**src/rtl/sd_arb_pkg.sv**
```systemverilog
// sd_arb_pkg
// Shared types and constants for the SD drive arbiter.
//   arb_state_e : arbiter FSM states
//   arb_op_e    : latched host operation (read or write)
//   rr_next()   : round-robin pointer advance with wrap at the drive count
package sd_arb_pkg;

   localparam int LBA_W   = 32;
   localparam int BLK_W   = 6;
   localparam int MAX_DRV = 4;

   typedef enum logic [1:0] {
      IDLE = 2'd0,
      REQ  = 2'd1,
      XFER = 2'd2,
      DONE = 2'd3
   } arb_state_e;

   typedef enum logic {
      OP_RD = 1'b0,
      OP_WR = 1'b1
   } arb_op_e;

   function automatic logic [1:0] rr_next(input logic [1:0] g, input int ndr);
      if (int'(g) + 1 >= ndr) begin
         return 2'd0;
      end
      return g + 2'd1;
   endfunction

endpackage

```
**src/rtl/sd_arb_rr_pick.sv**
```systemverilog
// sd_arb_rr_pick
// Combinational round-robin selector: returns the first pending drive found
// when searching upward from rr_i, modulo NDR.
// Ports:
//   pend_i  [MAX_DRV]  per-drive pending flags (bits >= NDR are ignored)
//   rr_i    [2]        search start index (always < NDR)
//   valid_o [1]        at least one drive pending
//   idx_o   [2]        selected drive index
module sd_arb_rr_pick
   import sd_arb_pkg::*;
#(
   parameter int NDR = 2
) (
   input  logic [MAX_DRV-1:0] pend_i,
   input  logic [1:0]         rr_i,
   output logic               valid_o,
   output logic [1:0]         idx_o
);

   int j;

   // Walk the offsets from farthest to nearest so the nearest pending drive
   // is the last one assigned and therefore wins.
   always_comb begin
      valid_o = 1'b0;
      idx_o   = 2'd0;
      j       = 0;
      for (int k = NDR - 1; k >= 0; k--) begin
         j = int'(rr_i) + k;
         if (j >= NDR) begin
            j = j - NDR;
         end
         if (pend_i[j]) begin
            valid_o = 1'b1;
            idx_o   = 2'(j);
         end
      end
   end

endmodule

```
**src/rtl/sd_drive_arbiter.sv**
```systemverilog
// sd_drive_arbiter
// Shares one host SD block interface between NDR drive instances, granting
// one drive at a time in round-robin order. The granted drive's LBA and block
// count are latched and presented to the host; host ack and write data are
// routed to/from the granted drive only.
//
// Ports:
//   clk_sys, reset          clock, synchronous active-high reset
//   drv_lba/drv_blk_cnt     per-drive address and block count (packed, NDR wide)
//   drv_rd/drv_wr           per-drive level requests, held until ack
//   drv_ack                 per-drive ack, only the granted drive sees sd_ack
//   drv_buff_din            per-drive write data
//   sd_lba/sd_blk_cnt       latched address/count to host
//   sd_rd/sd_wr             host request strobes (registered)
//   sd_ack                  host acknowledge, high for the whole transfer
//   sd_buff_din             write data of the granted drive
//   grant                   current or last granted drive
//   busy                    FSM not in IDLE
//   timeout_err             one-cycle pulse when a request is aborted
//
// Build option: define SD_ARB_TIMEOUT_EN to abort a host request that is not
// acknowledged within 2**TO_W-1 REQ cycles. Without it, REQ waits forever and
// timeout_err is tied low.
//
// state | meaning
// ------+----------------------------------------------------------
// IDLE  | no grant; pick next pending drive from rr and latch it
// REQ   | host request asserted, waiting for sd_ack
// XFER  | transfer running, sd_ack mirrored to the granted drive
// DONE  | one cycle; advance rr past the granted drive
module sd_drive_arbiter
   import sd_arb_pkg::*;
#(
   parameter int NDR  = 2,
   parameter int TO_W = 24
) (
   input  logic                   clk_sys,
   input  logic                   reset,
   input  logic [NDR*LBA_W-1:0]   drv_lba,
   input  logic [NDR*BLK_W-1:0]   drv_blk_cnt,
   input  logic [NDR-1:0]         drv_rd,
   input  logic [NDR-1:0]         drv_wr,
   output logic [NDR-1:0]         drv_ack,
   input  logic [NDR*8-1:0]       drv_buff_din,
   output logic [LBA_W-1:0]       sd_lba,
   output logic [BLK_W-1:0]       sd_blk_cnt,
   output logic                   sd_rd,
   output logic                   sd_wr,
   input  logic                   sd_ack,
   output logic [7:0]             sd_buff_din,
   output logic [1:0]             grant,
   output logic                   busy,
   output logic                   timeout_err
);

   if (NDR < 1 || NDR > MAX_DRV) begin : g_bad_ndr
      $error("sd_drive_arbiter: NDR must be 1..4");
   end
   if (TO_W < 2) begin : g_bad_to_w
      $error("sd_drive_arbiter: TO_W must be at least 2");
   end

   // Widen the per-drive inputs to MAX_DRV slots so every index below is a
   // plain 2-bit select, whatever NDR is.
   logic [MAX_DRV-1:0] pend_pad;
   logic [MAX_DRV-1:0] wr_pad;
   logic [LBA_W-1:0]   lba_a [MAX_DRV];
   logic [BLK_W-1:0]   blk_a [MAX_DRV];
   logic [7:0]         din_a [MAX_DRV];

   for (genvar i = 0; i < MAX_DRV; i++) begin : g_pad
      if (i < NDR) begin : g_on
         assign pend_pad[i] = drv_rd[i] | drv_wr[i];
         assign wr_pad[i]   = drv_wr[i];
         assign lba_a[i]    = drv_lba[i*LBA_W +: LBA_W];
         assign blk_a[i]    = drv_blk_cnt[i*BLK_W +: BLK_W];
         assign din_a[i]    = drv_buff_din[i*8 +: 8];
      end else begin : g_off
         assign pend_pad[i] = 1'b0;
         assign wr_pad[i]   = 1'b0;
         assign lba_a[i]    = '0;
         assign blk_a[i]    = '0;
         assign din_a[i]    = '0;
      end
   end

   arb_state_e       state_q;
   arb_op_e          op_q;
   logic [1:0]       grant_q;
   logic [1:0]       rr_q;
   logic [LBA_W-1:0] lba_q;
   logic [BLK_W-1:0] blk_q;
   logic             sd_rd_q;
   logic             sd_wr_q;
   logic             timeout_q;
`ifdef SD_ARB_TIMEOUT_EN
   logic [TO_W-1:0]  cnt_q;
`endif

   logic       pick_valid;
   logic [1:0] pick_idx;

   sd_arb_rr_pick #(
      .NDR (NDR)
   ) u_pick (
      .pend_i  (pend_pad),
      .rr_i    (rr_q),
      .valid_o (pick_valid),
      .idx_o   (pick_idx)
   );

   always_ff @(posedge clk_sys) begin
      if (reset) begin
         state_q   <= IDLE;
         op_q      <= OP_RD;
         grant_q   <= 2'd0;
         rr_q      <= 2'd0;
         lba_q     <= '0;
         blk_q     <= '0;
         sd_rd_q   <= 1'b0;
         sd_wr_q   <= 1'b0;
         timeout_q <= 1'b0;
`ifdef SD_ARB_TIMEOUT_EN
         cnt_q     <= '0;
`endif
      end else begin
         timeout_q <= 1'b0;
         case (state_q)
            IDLE: begin
               if (pick_valid) begin
                  grant_q <= pick_idx;
                  lba_q   <= lba_a[pick_idx];
                  blk_q   <= blk_a[pick_idx];
                  op_q    <= wr_pad[pick_idx] ? OP_WR : OP_RD;
                  state_q <= REQ;
`ifdef SD_ARB_TIMEOUT_EN
                  cnt_q   <= '0;
`endif
               end
            end
            // The host request is not withdrawn if the drive drops its
            // request here; the host has already been asked.
            REQ: begin
               if (sd_ack) begin
                  sd_rd_q <= 1'b0;
                  sd_wr_q <= 1'b0;
                  state_q <= XFER;
               end
`ifdef SD_ARB_TIMEOUT_EN
               else if (&cnt_q) begin
                  sd_rd_q   <= 1'b0;
                  sd_wr_q   <= 1'b0;
                  timeout_q <= 1'b1;
                  state_q   <= DONE;
               end
`endif
               else begin
                  sd_rd_q <= (op_q == OP_RD);
                  sd_wr_q <= (op_q == OP_WR);
`ifdef SD_ARB_TIMEOUT_EN
                  cnt_q   <= cnt_q + 1'b1;
`endif
               end
            end
            XFER: begin
               if (!sd_ack) begin
                  state_q <= DONE;
               end
            end
            DONE: begin
               rr_q    <= rr_next(grant_q, NDR);
               state_q <= IDLE;
            end
            default: state_q <= IDLE;
         endcase
      end
   end

   // Ack is also passed through in REQ so the drive sees the very first ack
   // cycle; the FSM moves to XFER on that same edge.
   logic [MAX_DRV-1:0] ack_pad;

   always_comb begin
      ack_pad = '0;
      if ((state_q == REQ || state_q == XFER) && sd_ack) begin
         ack_pad[grant_q] = 1'b1;
      end
   end

   assign drv_ack     = ack_pad[NDR-1:0];
   assign sd_lba      = lba_q;
   assign sd_blk_cnt  = blk_q;
   assign sd_rd       = sd_rd_q;
   assign sd_wr       = sd_wr_q;
   assign sd_buff_din = din_a[grant_q];
   assign grant       = grant_q;
   assign busy        = (state_q != IDLE);
   assign timeout_err = timeout_q;

endmodule

```
**config.mk**
```make
export PLATFORM = sky130hd
export DESIGN_NAME = sd_drive_arbiter
export DESIGN_NICKNAME = d
export VERILOG_FILES = /design/src/rtl/sd_arb_pkg.sv /design/src/rtl/sd_arb_rr_pick.sv /design/src/rtl/sd_drive_arbiter.sv
export SDC_FILE = /design/constraint.sdc
export NUM_CORES = 1
export LEC_CHECK = 0
export ABC_AREA = 1
export BUFFER_PORTS_ARGS = -buffer_cell sky130_fd_sc_hd__buf_4
export CAP_MARGIN = 0
export CORE_ASPECT_RATIO = 0.75
export CORE_MARGIN = 4
export CORE_UTILIZATION = 46
export CTS_BUF_LIST = sky130_fd_sc_hd__clkbuf_16
export CTS_CLUSTER_DIAMETER = 150
export DETAILED_ROUTE_END_ITERATION = 10
export GPL_ROUTABILITY_DRIVEN = 0
export PLACE_DENSITY = 0.85
export SETUP_SLACK_MARGIN = 0.4
export SYNTH_ARGS = -nofsm -noshare
export SYNTH_HDL_FRONTEND = slang
export SYNTH_SLANG_ARGS = --single-unit
```
**constraint.sdc**
```tcl
create_clock -name clk_sys -period 1.6 [get_ports clk_sys]
set_input_delay 0.32 -clock clk_sys [delete_from_list [all_inputs] [get_ports clk_sys]]
set_output_delay 0.32 -clock clk_sys [all_outputs]
set_load 0.005 [all_outputs]
```
# Word-level counts from Yosys, hierarchy flattened
# Cells that the tools add are included.
[totals] inputBits=99 romBits=0 wordCells=79 memories=0 regBits=47 latch_bits=0 ram_bits=0
[classes] n_addsub=5 reduce_logical=7 bitwise=5 shift=0 div=0 eq_ne=6 n_lt_le_gt_ge=10 mul=0 n_mux=38
[ops] op="32-bit two-way mux" n=4
[ops] op="32-bit binary-select mux with 2-bit select" n=1
[ops] op="32-bit by 4-bit less-than comparator with 1-bit output, second input constant" n=2
[ops] op="32-bit by 3-bit >= comparator with 1-bit output, second input constant" n=1
[ops] op="32-bit by 3-bit subtractor with 32-bit output, second input constant" n=1
[ops] op="8-bit binary-select mux with 2-bit select" n=1
[ops] op="2-bit two-way mux" n=8
[ops] op="8-bit two-way mux" n=2
[ops] op="1-bit two-way mux" n=14
[ops] op="6-bit binary-select mux with 2-bit select" n=1
[ops] op="6-bit two-way mux" n=2
[ops] op="2-bit case mux with 4 select lines" n=1
[ops] op="2-bit by 1-bit adder with 3-bit output, second input constant" n=2
[ops] op="1-bit binary-select mux with 2-bit select" n=3
[ops] op="3-bit >= comparator, second input constant" n=2
[ops] op="2-bit by 3-bit less-than comparator with 1-bit output, second input constant" n=2
[ops] op="2-bit inequality test, second input constant" n=3
[ops] op="2-bit inverter with 3-bit output" n=2
[ops] op="2-bit equality test, second input constant" n=2
[ops] op="3-bit by 2-bit >= comparator with 1-bit output, second input constant" n=1
[ops] op="3-bit AND reduction" n=1
[ops] op="2-bit by 2-bit subtractor with 3-bit output, second input constant" n=1
[ops] op="2-bit by 1-bit adder with 2-bit output, second input constant" n=1
[ops] op="1-bit demux with 2-bit select" n=1
[ops] op="10 further kinds" n=12

# Depth between registers and ports, before layout
[depth] ltp_word=12 depth_mapped=9 depth_no_buf=9

# Modules after synthesis
# A second synthesis with hierarchy kept.
[hier_totals] cells_unflattened=395 area_unflattened_um2=2568.7
[by_module_without_submodules] mod="sd_drive_arbiter" cells_each=382 n_inst=1 area_per_inst_um2=2506.2 seq_area_each_um2=940.9
[by_module_without_submodules] mod="sd_arb_rr_pick" cells_each=13 n_inst=1 area_per_inst_um2=62.6 seq_area_each_um2=0.0

# Worst setup path after synthesis
# No wires, ideal clock.
[synth_path] path_kind="reg2out" start="reg grant_q[0] (netlist: grant[0])" end="out drv_ack[0]" arrival_ns=1.110 slack_ns=0.170 path_stages_with_launch=5 path_cell_list="dfxtp_1 > buf_2 > clkinv_1 > ha_1 > and3_1"
[synth_between] elab_chain_cells=5 word_cells_on_any_way=6 classes_between="2 x order compare; 3 x mux; 1 x reduce/logical"
[synth_rtl] element="from (decl)" line_no="sd_drive_arbiter.sv:89" source="logic [1:0] grant_q;"
[synth_rtl] element="from (signal assigned)" line_no="sd_drive_arbiter.sv:131" source="grant_q <= pick_idx;"
[synth_rtl] element="2-bit by 3-bit less-than comparator with 1-bit output (implied by the code) or 2-bit by 1-bit >= comparator with 1-bit output (tied branches)" line_no="sd_drive_arbiter.sv:186" source="ack_pad[grant_q] = 1'b1;"
[synth_rtl] element="1-bit logical AND (implied by the code)" line_no="sd_drive_arbiter.sv:186"
[synth_rtl] element="1-bit two-way mux (implied by the code)" line_no="sd_drive_arbiter.sv:186"
[synth_rtl] element="1-bit demux with 2-bit select (*)" line_no="sd_drive_arbiter.sv:186"
[synth_rtl] element="2-bit two-way mux (*)" line_no="sd_drive_arbiter.sv:185" source="if ((state_q == REQ || state_q == XFER) && sd_ack) begin"
[synth_rtl] element="to (decl)" line_no="sd_drive_arbiter.sv:43" source="output logic [NDR-1:0] drv_ack,"
# Every way passes the cells marked *; elsewhere a longest branch is shown, timed or not.

# Worst setup path after layout
[layout_path] start="reg state_q[1]" end="out drv_ack[1]"
[layout_between] elab_chain_cells=4 word_cells_on_any_way=5 classes_between="2 x eq/ne; 1 x mux; 2 x reduce/logical"
[layout_rtl] element="from (decl)" line_no="sd_drive_arbiter.sv:87" source="arb_state_e state_q;"
[layout_rtl] element="from (signal assigned)" line_no="sd_drive_arbiter.sv:114" source="state_q <= IDLE;"
[layout_rtl] element="from (signal assigned)" line_no="sd_drive_arbiter.sv:135" source="state_q <= REQ;"
[layout_rtl] element="from (signal assigned)" line_no="sd_drive_arbiter.sv:147" source="state_q <= XFER;"
[layout_rtl] element="2-bit by 1-bit equality test with 1-bit output or 2-bit equality test (tied branches)" line_no="sd_drive_arbiter.sv:185"
[layout_rtl] element="1-bit logical OR (*)" line_no="sd_drive_arbiter.sv:185"
[layout_rtl] element="1-bit logical AND (*)" line_no="sd_drive_arbiter.sv:185"
[layout_rtl] element="2-bit two-way mux (*)" line_no="sd_drive_arbiter.sv:185"
# Marks and branches as above.

==> results by group <==
Clock network
  – Clock root cell: clkbuf_16
  – Hold Buf Count CTS: 0
  – Clk slew on worst S/H paths: 0.06 ns
  – CTS tree: built
  – H-tree depth: 2
  – CTS buffer count: 5
  – CTS sink cnt: 47
  – Clk_lat worst skew: 0.29 ns
  – Longest Clk Path Bufs: 2

Worst setup path
  – Critical path class: flop to primary output
  – FF-to-FF path depth: 10
  – Worst setup path start: state_q[1]$_SDFFE_PP0P_
  – CP endpoint: drv_ack[1]
  – CP required: 1.28 ns
  – FF-to-FF Start: state_q[0]$_SDFFE_PP0P_
  – FF-to-FF setup slack: 0.09 ns
  – CP cell instances: inv_4 > ha_4 > and3_4 > buf_6
  – Delay-heaviest family, CP: flip-flops
  – Critical path launch point type: flop
  – Crit path depth: 4
  – Worst Setup End Kind: primary output
  – CP max stage delay: 0.37 ns
  – Worst r2r dst: sd_lba[3]$_SDFFE_PP0P_
  – CP Max Fanout: 3
  – Slowest cell on crit path: dfxtp_2
  – CP Data Arrival Time: 1.25 ns
  – Crit path buf inv count: 2

Logic synthesis
  – Seq cells post-synth: 47
  – Ys flop type: dfxtp_1
  – Syn Inst Count: 502
  – Top cells by count, synth: 169 x nand2_1, 111 x nor2_1, 84 x inv_1
  – Area leader, netlist: dfxtp_1
  – EDFF count, synth: 0
  – Yosys warns: 0
  – Ys async rst share: 0
  – Syn Nets: 609
  – Top cell type's share of synthesized area: 0.324
  – Count leader, synth: nand2_1
  – Largest cells by area after synthesis: dfxtp_1 32%, nand2_1 22%, nor2_1 14%, inv_1 11%, nor2_2 6.5%
  – Syn_area_per_cell: 5.78 µm²
  – Seq/Total Area, Yosys: 0.324
  – Post-synth cell types: 23
  – Netlist Area Pre-Place: 0.00290 mm²

Power and ir drop
  – Lkg Pwr: 2.91 nW
  – Maximum VDD drop: 1.02 mV
  – Pwr dens: 1620 mW/mm²

Final layout
  – Post-route cell area: 0.00535 mm²
  – Footprint of the multi-input gates: 0.00203 mm²
  – Register area: 950 µm²
  – Layout area overhead: 84.6%
  – Fin nets: 785
  – Filler cell count: 274
  – Share of cells above drive strength 1: 0.493
  – # diodes: 0

Floorplan
  – Initial Util: 0.485
  – Die area: 0.00765 mm²
  – Core ar.: 0.00598 mm²
  – Number of cell rows: 24
  – Die H: 76.8 µm
  – Die span in x: 99.7 µm
  – I/O pin count: 153

Placement
  – Dpl hpwl: 6.19 mm
  – Dpl cell area: 0.00416 mm²
  – Buffers on Ports: 151
  – Place WS: 0.193 ns

Drt
  – Final wirelength: 12.3 mm
  – Initial DRC count: 162
  – Via density: 5.06
  – Residual DRC count: 0
  – Antenna Nets Post-Route: 0
  – DR vias: 3819
  – Drt pass-1 iters: 5
  – DR WL/cell: 16.2 µm

STA
  – Period utilization: 0.984
  – # setup viols final: 0
  – Worst Skew: 0.00413 ns
  – Slew Limit Fails: 0
  – Hold Vio Cnt, Final: 0
  – Fmax: 0.635 GHz
  – Setup ws final: 0.0260 ns
  – Minimum clock period: 1.57 ns
  – RSZ-0062 raised after global routing: yes
  – Post-route setup TNS: 0 ns

Hold path
  – Hold Crit Class: input pin to flop

Global routing
  – First-pass GRT wire length: 14.4 mm
  – GRT overflow: 0
  – Largest net degree at the start of global routing: 47
  – Vias in the first global route: 3188
  – Initial antenna violation count: 0
  – Total Routing Usage GR: 0.227

Outcome
  – Status: complete, no violations

Job
  – Max cap viols: 0
[kinds of logic (layout without fill, tap and decap cells)]
logic type / count (synthesis) / after routing / synth area share
fa+ha+maj: 8 / 8 / 0.0345
simple gates: 317 / 317 / 0.443
buf+inv: 110 / 285 / 0.160
compound gates: 19 / 19 / 0.0375
other cells: 1 / 1 / 0.00129
flops: 47 / 47 / 0.324
[what timing repair did]
item	CTS	global route
gates cloned	3	8
gates resized for setup	42	135
setup endpoints to repair	55	56
setup buffers	14	7
pin swaps	7	65
[where the power goes]
group          switching (mW)  internal (mW)
logic                    2.81           2.92
registers               0.293           1.65
clock network           0.418          0.556
[area by class of cell]
cell class                 instances  area share
sequential                        47       0.177
clock inverter                     1    0.000701
timing repair buffer             191       0.336
tap                               78      0.0182
multi-input combinational        345       0.379
inverter                          88      0.0650
clock buffer                       5      0.0234
[per-stage QoR]
stage | util | cells | power (mW) | hold WS (ns)
after floorplan | - | 502 | 3.85 | 0.382
after global placement | 0.696 | 717 | 5.15 | 0.449
after detailed placement | 0.696 | 717 | 5.26 | 0.455
after CTS | 0.771 | 740 | 6.97 | 0.228
after global routing | 0.896 | 755 | 9.16 | 0.226
final | 0.896 | 755 | 8.65 | 0.235
[cells in the final DEF, fill, tap and decap left out, types with 5 or more instances in the layout]
master       n
buf_4      161
nand2_1    137
inv_1       80
nor2_1      68
nor2_2      56
dfxtp_1     42
nand2_4     28
nor2_4      18
clkbuf_16   13
buf_6        9
buf_12       8
o21ai_1      5
[sequential cells by signal (all words and copies together), names as in the netlist]
signal and flops:
op_q 1, sd_lba 32, sd_wr 1, sd_blk_cnt 6, grant 2, rr_q 2
state_q 2, sd_rd 1
[metal layers]
metal | wire (µm) | vias up | GRT usage
met1 | 4370 | 1745 | 0.269
met4 | 604 | 0 | 0.0791
met3 | 1140 | 60 | 0.0553
met2 | 6140 | 227 | 0.397
met5 | 0 | - | 0
li1 | - | 1787 | -
[worst min path at each step]
stage                             startpoint                     to  slack, ns  cells after the start
after floorplan                        reset  grant[0]$_SDFFE_PP0P_       0.38                      1
after global placement     op_q$_SDFFE_PP0P_     sd_wr$_SDFFE_PP0N_       0.45                      2
after detailed placement  sd_rd$_SDFFE_PP0N_     sd_rd$_SDFFE_PP0N_       0.46                      2
after CTS                              reset  grant[1]$_SDFFE_PP0P_       0.23                      2
after global routing                   reset  grant[0]$_SDFFE_PP0P_       0.23                      2
final                                  reset  grant[0]$_SDFFE_PP0P_       0.24                      2
Note: power is estimated with default switching activity, not from simulation.
